===== config.mk =====
export PLATFORM = sky130hd
export DESIGN_NAME = wb_port_arbiter
export DESIGN_NICKNAME = d
export VERILOG_FILES = /design/src/rtl/wb_arb_pkg.sv /design/src/rtl/wb_result_fifo.sv /design/src/rtl/wb_port_arbiter.sv
export SDC_FILE = /design/constraint.sdc
export NUM_CORES = 1
export LEC_CHECK = 0
export CORE_ASPECT_RATIO = 0.6
export CORE_MARGIN = 4
export CORE_UTILIZATION = 40
export DETAILED_ROUTE_END_ITERATION = 12
export DONT_BUFFER_PORTS = 1
export GPL_ROUTABILITY_DRIVEN = 0
export GPL_TIMING_DRIVEN = 0
export PLACE_DENSITY_LB_ADDON = 0.2
export SLEW_MARGIN = 20
export SYNTH_ARGS = -nofsm -noshare
export SYNTH_HDL_FRONTEND = slang
export SYNTH_SLANG_ARGS = --single-unit

===== constraint.sdc =====
create_clock -name clk -period 4.31 [get_ports clk]
set_input_delay 1.293 -clock clk [delete_from_list [all_inputs] [get_ports clk]]
set_output_delay 1.293 -clock clk [all_outputs]
set_load 0.03 [all_outputs]

===== src/rtl/wb_arb_pkg.sv =====
// -----------------------------------------------------------------------------
// wb_arb_pkg
// Shared types for the writeback-port arbiter:
//   - REG_ADDR_W / XLEN : register address and data widths
//   - state_e           : arbiter FSM states (NORMAL, STARVE)
//   - entry_t           : one buffered multi-cycle result {live, rd, wdata}
//   - sat_add()         : saturating add used by the optional perf counters
//                         (built with WB_ARB_PERF_EN)
// -----------------------------------------------------------------------------
package wb_arb_pkg;

    localparam int REG_ADDR_W = 5;
    localparam int XLEN       = 32;

    typedef enum logic [0:0] {
        NORMAL = 1'b0,
        STARVE = 1'b1
    } state_e;

    // live=0 marks an entry that must retire without touching the regfile
    typedef struct packed {
        logic                  live;
        logic [REG_ADDR_W-1:0] rd;
        logic [XLEN-1:0]       wdata;
    } entry_t;

    // Add that sticks at all-ones instead of wrapping
    function automatic logic [XLEN-1:0] sat_add(input logic [XLEN-1:0] a,
                                                input logic [XLEN-1:0] b);
        logic [XLEN:0] sum;
        sum = {1'b0, a} + {1'b0, b};
        if (sum[XLEN]) begin
            sat_add = '1;
        end else begin
            sat_add = sum[XLEN-1:0];
        end
    endfunction

endpackage


===== src/rtl/wb_result_fifo.sv =====
// -----------------------------------------------------------------------------
// wb_result_fifo
// Circular buffer of multi-cycle results with a per-entry kill-by-rd compare.
// A pipeline write to rd clears the live bit of every buffered entry with the
// same rd, including an entry being pushed in that same cycle.
// Ports:
//   clk, rst_n           clock, synchronous active-low reset
//   push, push_entry     write an entry at the tail (caller guarantees not full)
//   pop                  drop the head (caller guarantees not empty)
//   kill_en, kill_rd     kill every live entry whose rd equals kill_rd
//   head                 entry at the head slot
//   count                number of occupied slots
//   any_live             at least one occupied slot is still live
//   kill_num             entries killed this cycle (WB_ARB_PERF_EN only)
// -----------------------------------------------------------------------------
module wb_result_fifo
    import wb_arb_pkg::*;
#(
    parameter  int DEPTH = 4,
    localparam int PTR_W = $clog2(DEPTH),
    localparam int CNT_W = PTR_W + 1
) (
    input  logic                  clk,
    input  logic                  rst_n,
    input  logic                  push,
    input  entry_t                push_entry,
    input  logic                  pop,
    input  logic                  kill_en,
    input  logic [REG_ADDR_W-1:0] kill_rd,
    output entry_t                head,
    output logic [CNT_W-1:0]      count,
    output logic                  any_live
`ifdef WB_ARB_PERF_EN
    ,
    output logic [CNT_W-1:0]      kill_num
`endif
);

    entry_t           mem_r      [DEPTH];
    entry_t           mem_next_s [DEPTH];
    logic [PTR_W-1:0] wr_ptr_r;
    logic [PTR_W-1:0] rd_ptr_r;
    logic [CNT_W-1:0] count_r;
    logic [CNT_W-1:0] count_next_s;
    logic             any_live_r;
    logic             any_live_next_s;
    logic             push_killed_s;
`ifdef WB_ARB_PERF_EN
    logic [CNT_W-1:0] kill_num_s;
`endif

    // Next storage image: apply kills, retire the popped slot, then write the push.
    // Popped slots are cleared to non-live so only occupied slots can be live.
    always_comb begin
        mem_next_s = mem_r;
`ifdef WB_ARB_PERF_EN
        kill_num_s = '0;
`endif
        for (int i = 0; i < DEPTH; i++) begin
            if (kill_en && mem_r[i].live && (mem_r[i].rd == kill_rd)) begin
                mem_next_s[i].live = 1'b0;
`ifdef WB_ARB_PERF_EN
                kill_num_s = kill_num_s + CNT_W'(1'b1);
`endif
            end else begin
                mem_next_s[i].live = mem_r[i].live;
            end
        end
        if (pop) begin
            mem_next_s[rd_ptr_r].live = 1'b0;
        end else begin
            mem_next_s[rd_ptr_r].live = mem_next_s[rd_ptr_r].live;
        end
        // A result is older than a same-cycle pipeline write to the same rd
        push_killed_s = push_entry.live && kill_en && (push_entry.rd == kill_rd);
        if (push) begin
            mem_next_s[wr_ptr_r]      = push_entry;
            mem_next_s[wr_ptr_r].live = push_entry.live && !push_killed_s;
`ifdef WB_ARB_PERF_EN
            if (push_killed_s) begin
                kill_num_s = kill_num_s + CNT_W'(1'b1);
            end else begin
                kill_num_s = kill_num_s;
            end
`endif
        end else begin
            mem_next_s[wr_ptr_r] = mem_next_s[wr_ptr_r];
        end
    end

    // Occupancy and live summary of the next storage image
    always_comb begin
        any_live_next_s = 1'b0;
        for (int i = 0; i < DEPTH; i++) begin
            any_live_next_s = any_live_next_s | mem_next_s[i].live;
        end
        case ({push, pop})
            2'b10:   count_next_s = count_r + CNT_W'(1'b1);
            2'b01:   count_next_s = count_r - CNT_W'(1'b1);
            default: count_next_s = count_r;
        endcase
    end

    // Storage, pointers and occupancy registers
    always_ff @(posedge clk) begin
        if (!rst_n) begin
            for (int i = 0; i < DEPTH; i++) begin
                mem_r[i] <= '0;
            end
            wr_ptr_r   <= '0;
            rd_ptr_r   <= '0;
            count_r    <= '0;
            any_live_r <= 1'b0;
        end else begin
            for (int i = 0; i < DEPTH; i++) begin
                mem_r[i] <= mem_next_s[i];
            end
            // Pointers wrap naturally because DEPTH is a power of two
            if (push) begin
                wr_ptr_r <= wr_ptr_r + PTR_W'(1'b1);
            end else begin
                wr_ptr_r <= wr_ptr_r;
            end
            if (pop) begin
                rd_ptr_r <= rd_ptr_r + PTR_W'(1'b1);
            end else begin
                rd_ptr_r <= rd_ptr_r;
            end
            count_r    <= count_next_s;
            any_live_r <= any_live_next_s;
        end
    end

    assign head     = mem_r[rd_ptr_r];
    assign count    = count_r;
    assign any_live = any_live_r;
`ifdef WB_ARB_PERF_EN
    assign kill_num = kill_num_s;
`endif

endmodule


===== src/rtl/wb_port_arbiter.sv =====
// -----------------------------------------------------------------------------
// wb_port_arbiter
// Shares the single regfile write port between the in-order pipeline WB stage
// and a multi-cycle (mul/div) unit. MC results are buffered and drain into
// idle port cycles; a starvation timer forces a one-cycle pipeline stall so a
// buffered result always retires. Writes to x0 never use the port.
// Optional build macro: WB_ARB_PERF_EN adds saturating perf counters.
// Ports:
//   clk, rst_n                        clock, synchronous active-low reset
//   pipe_we_i, pipe_rd_i, pipe_wdata_i pipeline WB write request
//   mc_valid_i, mc_ready_o            MC result handshake
//   mc_rd_i, mc_wdata_i               MC result destination and data
//   rf_we_o, rf_rd_o, rf_wdata_o      registered regfile write port
//   stall_pipe_o                      pipeline must hold its WB request
//   pending_o                         buffer holds at least one live result
//   perf_stall_cnt_o                  cycles spent in STARVE   (WB_ARB_PERF_EN)
//   perf_kill_cnt_o                   buffered results killed  (WB_ARB_PERF_EN)
//   perf_full_cnt_o                   cycles an MC result met a full buffer
//                                     (WB_ARB_PERF_EN)
// -----------------------------------------------------------------------------
module wb_port_arbiter
    import wb_arb_pkg::*;
#(
    parameter int DEPTH    = 4,
    parameter int MAX_WAIT = 8
) (
    input  logic                  clk,
    input  logic                  rst_n,
    input  logic                  pipe_we_i,
    input  logic [REG_ADDR_W-1:0] pipe_rd_i,
    input  logic [XLEN-1:0]       pipe_wdata_i,
    input  logic                  mc_valid_i,
    output logic                  mc_ready_o,
    input  logic [REG_ADDR_W-1:0] mc_rd_i,
    input  logic [XLEN-1:0]       mc_wdata_i,
    output logic                  rf_we_o,
    output logic [REG_ADDR_W-1:0] rf_rd_o,
    output logic [XLEN-1:0]       rf_wdata_o,
    output logic                  stall_pipe_o,
    output logic                  pending_o
`ifdef WB_ARB_PERF_EN
    ,
    output logic [XLEN-1:0]       perf_stall_cnt_o,
    output logic [XLEN-1:0]       perf_kill_cnt_o,
    output logic [XLEN-1:0]       perf_full_cnt_o
`endif
);

    localparam int CNT_W = $clog2(DEPTH) + 1;
    localparam int AGE_W = $clog2(MAX_WAIT) + 1;
    localparam logic [CNT_W-1:0] FULL_CNT  = CNT_W'(DEPTH);
    localparam logic [AGE_W-1:0] AGE_LIMIT = AGE_W'(MAX_WAIT - 1);

    state_e                state_r;
    state_e                state_next_s;
    logic [AGE_W-1:0]      age_r;
    logic [AGE_W-1:0]      age_next_s;
    logic                  stall_r;
    logic                  rf_we_r;
    logic [REG_ADDR_W-1:0] rf_rd_r;
    logic [XLEN-1:0]       rf_wdata_r;

    logic                  pipe_req_s;
    logic                  head_valid_s;
    logic                  head_live_s;
    logic                  head_dead_s;
    logic                  mc_ready_s;
    logic                  push_s;
    logic                  pop_s;
    logic                  grant_pipe_s;
    logic                  grant_head_s;
    entry_t                push_entry_s;
    entry_t                head_s;
    logic [CNT_W-1:0]      count_s;
    logic                  any_live_s;
`ifdef WB_ARB_PERF_EN
    logic [CNT_W-1:0]      kill_num_s;
    logic [XLEN-1:0]       stall_cnt_r;
    logic [XLEN-1:0]       kill_cnt_r;
    logic [XLEN-1:0]       full_cnt_r;
`endif

    // Request qualification and buffer handshake
    always_comb begin
        pipe_req_s         = pipe_we_i && (pipe_rd_i != '0);
        head_valid_s       = (count_s != '0);
        head_live_s        = head_valid_s && head_s.live;
        head_dead_s        = head_valid_s && !head_s.live;
        mc_ready_s         = (count_s != FULL_CNT);
        push_s             = mc_valid_i && mc_ready_s;
        // Results for x0 are accepted but never reach the port
        push_entry_s.live  = (mc_rd_i != '0);
        push_entry_s.rd    = mc_rd_i;
        push_entry_s.wdata = mc_wdata_i;
    end

    // Port arbitration, pop decision and starvation timer
    always_comb begin
        state_next_s = state_r;
        age_next_s   = age_r;
        grant_pipe_s = 1'b0;
        grant_head_s = 1'b0;
        pop_s        = 1'b0;
        case (state_r)
            NORMAL: begin
                if (pipe_req_s) begin
                    grant_pipe_s = 1'b1;
                    // A killed head retires alongside the pipeline grant
                    pop_s        = head_dead_s;
                    if (head_live_s) begin
                        if (age_r == AGE_LIMIT) begin
                            state_next_s = STARVE;
                        end else begin
                            age_next_s = age_r + AGE_W'(1'b1);
                        end
                    end else begin
                        age_next_s = '0;
                    end
                end else if (head_live_s) begin
                    grant_head_s = 1'b1;
                    pop_s        = 1'b1;
                    age_next_s   = '0;
                end else begin
                    pop_s      = head_dead_s;
                    age_next_s = '0;
                end
            end
            STARVE: begin
                // Pipeline request is held off; the head retires (or is
                // dropped if a kill reached it before the stall took effect)
                grant_head_s = head_live_s;
                pop_s        = head_valid_s;
                age_next_s   = '0;
                state_next_s = NORMAL;
            end
            default: begin
                state_next_s = NORMAL;
                age_next_s   = '0;
            end
        endcase
    end

    // FSM state, age counter and registered port/stall outputs
    always_ff @(posedge clk) begin
        if (!rst_n) begin
            state_r    <= NORMAL;
            age_r      <= '0;
            stall_r    <= 1'b0;
            rf_we_r    <= 1'b0;
            rf_rd_r    <= '0;
            rf_wdata_r <= '0;
        end else begin
            state_r <= state_next_s;
            age_r   <= age_next_s;
            stall_r <= (state_next_s == STARVE);
            rf_we_r <= grant_pipe_s || grant_head_s;
            if (grant_pipe_s) begin
                rf_rd_r    <= pipe_rd_i;
                rf_wdata_r <= pipe_wdata_i;
            end else if (grant_head_s) begin
                rf_rd_r    <= head_s.rd;
                rf_wdata_r <= head_s.wdata;
            end else begin
                rf_rd_r    <= '0;
                rf_wdata_r <= '0;
            end
        end
    end

    wb_result_fifo #(
        .DEPTH (DEPTH)
    ) u_fifo (
        .clk        (clk),
        .rst_n      (rst_n),
        .push       (push_s),
        .push_entry (push_entry_s),
        .pop        (pop_s),
        .kill_en    (grant_pipe_s),
        .kill_rd    (pipe_rd_i),
        .head       (head_s),
        .count      (count_s),
        .any_live   (any_live_s)
`ifdef WB_ARB_PERF_EN
        ,
        .kill_num   (kill_num_s)
`endif
    );

`ifdef WB_ARB_PERF_EN
    // Saturating performance counters
    always_ff @(posedge clk) begin
        if (!rst_n) begin
            stall_cnt_r <= '0;
            kill_cnt_r  <= '0;
            full_cnt_r  <= '0;
        end else begin
            if (state_r == STARVE) begin
                stall_cnt_r <= sat_add(stall_cnt_r, XLEN'(1'b1));
            end else begin
                stall_cnt_r <= stall_cnt_r;
            end
            kill_cnt_r <= sat_add(kill_cnt_r, XLEN'(kill_num_s));
            if (mc_valid_i && !mc_ready_s) begin
                full_cnt_r <= sat_add(full_cnt_r, XLEN'(1'b1));
            end else begin
                full_cnt_r <= full_cnt_r;
            end
        end
    end

    assign perf_stall_cnt_o = stall_cnt_r;
    assign perf_kill_cnt_o  = kill_cnt_r;
    assign perf_full_cnt_o  = full_cnt_r;
`endif

    assign mc_ready_o   = mc_ready_s;
    assign rf_we_o      = rf_we_r;
    assign rf_rd_o      = rf_rd_r;
    assign rf_wdata_o   = rf_wdata_r;
    assign stall_pipe_o = stall_r;
    assign pending_o    = any_live_s;

endmodule


---- Yosys cells after proc, flatten, opt, wreduce, memory -nomap -nowiden ----
Cells that the tools add are included.
cells by class
  add/sub/neg operators ................... 5
  magnitude comparators ................... 4
  equal/unequal tests ..................... 10
  mux-type cells .......................... 47
  bitwise operators ....................... 6
  reductions and logical operators ........ 24
operators by type and width
  kind                   count
  $bwmux W152            5
  $mux W38               9
  $mux W152              2
  $bmux W38 S2           3
  $demux W38 S2          3
  $mux W32               2
  $eq A5 B5 Y1           5
  $logic_and A1 B1 Y1    17
  $mux W1                13
  $mux W4                3
  $mux W5                2
  $reduce_bool A5 Y1     2
  $pmux W4 S2            1
  $ge A3 B3 Y1 const B   2
  $lt A3 B1 Y1 const B   2
  $not A2 Y3             2
  $pmux W1 S2            3
  $pmux W3 S2            1
  $add A2 B1 Y2 const B  2
  $add A4 B1 Y4 const B  1
  $eq A4 B3 Y1 const B   1
  $ne A4 B4 Y1 const B   1
  $add A3 B1 Y3 const B  1
  $ne A3 B3 Y1 const B   1
  9 further kinds        12
storage, ports and cells
  register bits after elaboration ......... 203
  input bits .............................. 78
  output and inout port bits .............. 41
  logic and storage cells ................. 117

---- Depth between registers and ports, before layout ----
  depth after elaboration ................. 20
  depth in mapped cells ................... 13
  gate-level depth less buffers ........... 11

---- Hierarchy ----
Synthesis repeated with hierarchy kept, for this count alone.
unflattened totals
  cells, all modules ...................... 967
  area total of the unflattened synthesis .. 9,944.5 um2
by module, submodules not included
  module           times used  cells an instance  area an instance (um2)  seq. area each (um2)
  wb_result_fifo   1           768                8,131.5                 3,203.1
  wb_port_arbiter  1           199                1,813.0                 860.8

---- Worst setup path before layout ----
Ideal clock, no wire load.
  path kind ............................... input -> register
  start point ............................. in pipe_rd_i[3]
  end point ............................... reg u_fifo.count_r[2] (netlist: u_fifo.count[2])
  data arrival time ....................... 3.772 ns
  path slack .............................. 0.467 ns
  stages .................................. 13
  buffers on the path ..................... 2
  cell sequence ........................... buf_2 > or4_4 > o21a_1 > clkbuf_1 > nand2_1 > nand2_1 > inv_1 > ha_1 > inv_1 > fa_1 > xor2_1 > or3_1 > a21oi_1
on the way
  word-level cells in the longest chain between the ends .. 6
  elaborated cells between the ends (all ways) .. 8
RTL lines
  item                                                      RTL line                source
  start: declaration                                        wb_port_arbiter.sv:30   input logic [REG_ADDR_W-1:0] pipe_rd_i,
  $reduce_bool A5 Y1 *                                      wb_port_arbiter.sv:85   pipe_req_s = pipe_we_i && (pipe_rd_i != '0);
  $logic_and A1 B1 Y1 *                                     wb_port_arbiter.sv:85
  $mux W1 *                                                 wb_port_arbiter.sv:106  if (pipe_req_s) begin
  $pmux W1 S2 *                                             wb_port_arbiter.sv:104  case (state_r)
  $eq A2 B1 Y1 / $eq A2 B2 Y1 (equally long branches)       wb_result_fifo.sv:97    case ({push, pop})
  $pmux W3 S2 / $reduce_bool A2 Y1 (equally long branches)  n/a
  end signal: assignment                                    wb_result_fifo.sv:129   count_r <= count_next_s;
  end: declaration                                          wb_result_fifo.sv:43    logic [CNT_W-1:0] count_r;
Mark *: on every way between the ends. The rest lies on a longest branch, timed or not.
A chain may end at the register's enable or synchronous reset.

---- Worst setup path in the final report ----
Ends and elaborated chain as after synthesis.

==> Flow_metrics.wiki <==
{| class="wikitable"
! Metric !! Value
|-
| Run status || completed
|-
| Relative slew slack || 32.2%
|-
| Worst clock skew on the final layout || 16.1 ps
|-
| Layout Area Growth over Synthesis || 10.5%
|-
| Die outline height || 129 um
|-
| FP Rows || 43
|-
| Count of antenna-violating nets left after detailed routing || 0
|-
| Sink Count || 203
|-
| Startpoint-to-endpoint class of the critical path || input pin to register
|-
| Hold Path Sink || u_fifo.mem_r[38]
|-
| Count of TritonRoute iterations in the first routing pass || 5
|-
| Number of maximum-capacitance violations || 0
|-
| Required time of the worst setup path || 4750 ps
|-
| Largest area contributor in the synthesized netlist || sky130_fd_sc_hd__dfxtp_1
|-
| Power Total || 6070 uW
|-
| Slew Limit Fails || 0
|-
| Critical Path Start Type || input pin
|-
| Routed via count || 8019
|-
| Kind of path behind the tightest hold check || register to register
|-
| Quantity of I/O buffers inserted on ports || 0
|-
| Ys flop type || sky130_fd_sc_hd__dfxtp_1
|-
| CTS root buffer || sky130_fd_sc_hd__clkbuf_16
|-
| Wire length of the first global-routing pass || 47.5 mm
|-
| Leakage power || 0.00354 uW
|-
| Power per unit of standard cell area || 564 nW/um2
|-
| Minimum setup slack among reg-to-reg paths || 940 ps
|-
| Clock transition at the registers of the reported paths || 70 ps
|-
| Total Wirelength || 31.4 mm
|-
| Global route overflow || 0
|-
| CTS tree || done
|-
| Post-synthesis sequential element count || 203
|-
| Endpoint of the worst register-to-register path || u_fifo.mem_r[70]
|-
| Number of DRC violations after detailed routing || 0
|-
| Startpoint of the worst-slack reg-to-reg timing path || u_fifo.wr_ptr_r[0]
|-
| Area of the mapped netlist || 9750 um2
|-
| Cts hold-fix bufs || 0
|-
| Overall die area || 27000 um2
|-
| Clock insertion delay at the later pin of the skew report || 510 ps
|-
| Final hold slack || 493 ps
|-
| Number of nets in the layout || 1082
|-
| Critical Path Fanout Max || 8
|-
| IR Drop Worst-Case VDD || 0.000240 V
|-
| Setup fix buffers added after clock tree synthesis || 0
|-
| Sequential cell area in the final layout || 4060 um2
|-
| Count of different cell masters after synthesis || 45
|-
| Drt first-iter violations || 873
|-
| Detail-routed via count per cell || 6.08
|-
| Count of pins on the block boundary || 119
|-
| Worst-case reg-to-reg path depth || 8
|-
| Share of the synthesized area in the top cell type || 41.7%
|-
| CP Data Arrival Time || 4250 ps
|-
| Gr usage total || 22.8%
|-
| Ordered cell list for the critical path || buf_2 -> or4_4 -> o21a_1 -> clkbuf_1 -> nand2_1 -> nand2_1 -> inv_1 -> ha_1 -> inv_1 -> fa_1 -> xor2_1 -> or3_1 -> a21oi_1
|-
| Initial antenna violation count || 1
|-
| Crit path largest cell delay || 600 ps
|-
| Post-layout minimum cycle time || 3810 ps
|-
| Gate count after technology mapping || 970
|-
| Number of nets produced by synthesis || 1059
|-
| Estimated wirelength of the detail-placed design || 21.7 mm
|-
| Dominant delay contributor by cell family on the critical path || simple AND/OR/NAND/NOR gates
|-
| Synth async-reset ratio || 0%
|-
| # H-tree levels || 1
|-
| Cts repair resizes || 0
|-
| Average wire per standard cell || 23.8 um
|-
| Number of enable-type register cells in the synthesized netlist || 0
|-
| Number of inserted filler cells in the final layout || 2246
|-
| Avg Inst Size Synth || 10.0 um2
|-
| Seq/Total Area, Yosys || 41.7%
|-
| Maximum clock frequency || 262 MHz
|-
| Highest-delay cell along the critical path || sky130_fd_sc_hd__or4_4
|-
| Horizontal die dimension || 210 um
|-
| Unrepaired setup endpoints after global routing || no
|-
| Footprint of the multi-input gates || 5250 um2
|-
| Pin count of the biggest net entering global routing || 15
|-
| Count of final setup violators || 0
|-
| Pre-CTS setup slack || 12.4 ps
|-
| Num CTS Buffers || 21
|-
| Proportion of layout cells with a drive suffix above 1 || 12.1%
|-
| Hold violation count in the final report || 0
|-
| Vias in the first global route || 7583
|-
| Worst Max-Slew Pin Slew || 1020 ps
|-
| Number of cells on the worst hold path || 2
|-
| Kind of end point of the critical path || register
|-
| Final setup TNS || 0 ps
|-
| Antenna cells || 0
|-
| Post-route worst setup slack || 499 ps
|-
| Maximum clock path buffer count || 3
|-
| Combined buffer and inverter count along the critical path || 4
|-
| Final Util || 45.8%
|-
| Warning count from the yosys run || 0
|-
| Main area contributors after synthesis || sky130_fd_sc_hd__dfxtp_1 42%, sky130_fd_sc_hd__mux4_2 18%, sky130_fd_sc_hd__a211oi_1 12%
|-
| Hold Path Origin || u_fifo.mem_r[38]
|-
| Post-route clock period utilization || 88.4%
|-
| Core box area || 23500 um2
|-
| Initial core utilization || 41.5%
|}
## synthesized netlist by cell type (10+ instances only)
cell and n:
sky130_fd_sc_hd__dfxtp_1 203, sky130_fd_sc_hd__mux2i_1 39, sky130_fd_sc_hd__ha_1 10, sky130_fd_sc_hd__nand3_1 42, sky130_fd_sc_hd__xnor2_1 25, sky130_fd_sc_hd__mux4_2 76, sky130_fd_sc_hd__inv_1 12, sky130_fd_sc_hd__nor2_1 167
sky130_fd_sc_hd__a211oi_1 152, sky130_fd_sc_hd__clkbuf_1 78, sky130_fd_sc_hd__a21oi_1 46, sky130_fd_sc_hd__nand2_1 48
## placed cells by master, fill, tap and decap left out, types with 3 or more instances in the layout
cell type,instances
sky130_fd_sc_hd__clkinv_2,3
sky130_fd_sc_hd__inv_1,12
sky130_fd_sc_hd__clkbuf_16,21
sky130_fd_sc_hd__a21oi_1,46
sky130_fd_sc_hd__mux2i_1,39
sky130_fd_sc_hd__a221o_1,3
sky130_fd_sc_hd__o211ai_1,4
sky130_fd_sc_hd__mux4_2,76
sky130_fd_sc_hd__nand3_1,42
sky130_fd_sc_hd__nor2b_1,4
sky130_fd_sc_hd__buf_2,9
sky130_fd_sc_hd__nand4_1,3
sky130_fd_sc_hd__clkbuf_1,84
sky130_fd_sc_hd__buf_1,8
sky130_fd_sc_hd__o21ai_0,7
sky130_fd_sc_hd__xor2_1,4
sky130_fd_sc_hd__a211oi_1,152
sky130_fd_sc_hd__nand2_1,48
sky130_fd_sc_hd__ha_1,10
sky130_fd_sc_hd__xnor2_1,25
sky130_fd_sc_hd__dfxtp_1,203
sky130_fd_sc_hd__nor2_1,167
## worst max path at each step
stage                  from         endpoint  slack, ps  cells after the start
6_report       pipe_rd_i[3]  u_fifo.count[2]        500                     13
5_1_grt        pipe_rd_i[3]  u_fifo.count[2]        350                     13
4_1_cts        pipe_rd_i[3]  u_fifo.count[2]        520                     13
3_5_place_dp   pipe_rd_i[3]  u_fifo.count[2]         10                     13
3_3_place_gp   pipe_rd_i[3]  u_fifo.count[2]         30                     13
2_1_floorplan  pipe_rd_i[3]  u_fifo.count[2]        470                     13
## layer usage
metal	wire (um)	GRT usage (%)	up-vias
met5	13	0	-
met4	302	2.42	2
met3	3380	7.02	34
met2	12600	31.3	368
met1	15100	36.0	3981
li1	-	-	3634
## worst register-to-register path, cell delays in order, from the launching register on
cell	delay [ps]
sky130_fd_sc_hd__dfxtp_1	360
sky130_fd_sc_hd__clkbuf_1	240
sky130_fd_sc_hd__buf_1	750
sky130_fd_sc_hd__inv_1	320
sky130_fd_sc_hd__ha_1	290
sky130_fd_sc_hd__clkbuf_1	200
sky130_fd_sc_hd__clkbuf_1	340
sky130_fd_sc_hd__clkbuf_1	440
sky130_fd_sc_hd__a211oi_1	330
## sequential cells by signal, indices dropped and copies added (netlist names)
signal,cells
rf_we_o,1
u_fifo.wr_ptr_r,2
u_fifo.rd_ptr_r,2
rf_rd_o,5
age_r,4
stall_pipe_o,1
rf_wdata_o,32
u_fifo.any_live,1
u_fifo.mem_r,152
u_fifo.count,3
## metrics by stage
stage | area, um2 | cells
2_1_floorplan | 9750 | 970
3_3_place_gp | 10100 | 1285
3_5_place_dp | 10100 | 1285
4_1_cts | 10800 | 1319
5_1_grt | 10800 | 1319
6_report | 10800 | 1319
## layout make-up
type,count,area share [%]
clock buffers,29,5.34
clock inverters,5,0.500
multi-input cells,658,48.8
plain buffers,96,3.52
flip-flops and latches,203,37.7
inverters,13,0.453
well taps,315,3.66
## power by group
part | internal [uW] | switching (uW) | leakage, uW
clock network | 991 | 771 | 0.000311
logic | 798 | 1130 | 0.00157
registers | 2130 | 249 | 0.00166
total | 3920 | 2150 | 0.00354
## cell families (layout without fill, tap and decap cells)
group | Yosys count | after routing | share of synthesized area [%]
AO/OA/AOI/OAI | 228 | 228 | 16.6
XOR/XNOR | 29 | 29 | 2.61
adder cells (fa/ha/maj) | 11 | 11 | 1.49
buffers and inverters | 109 | 143 | 4.39
flip-flops | 203 | 203 | 41.7
multiplexers | 115 | 115 | 21.6
AND/OR/NAND/NOR | 275 | 275 | 11.7
(Power assumes the default switching activity.)
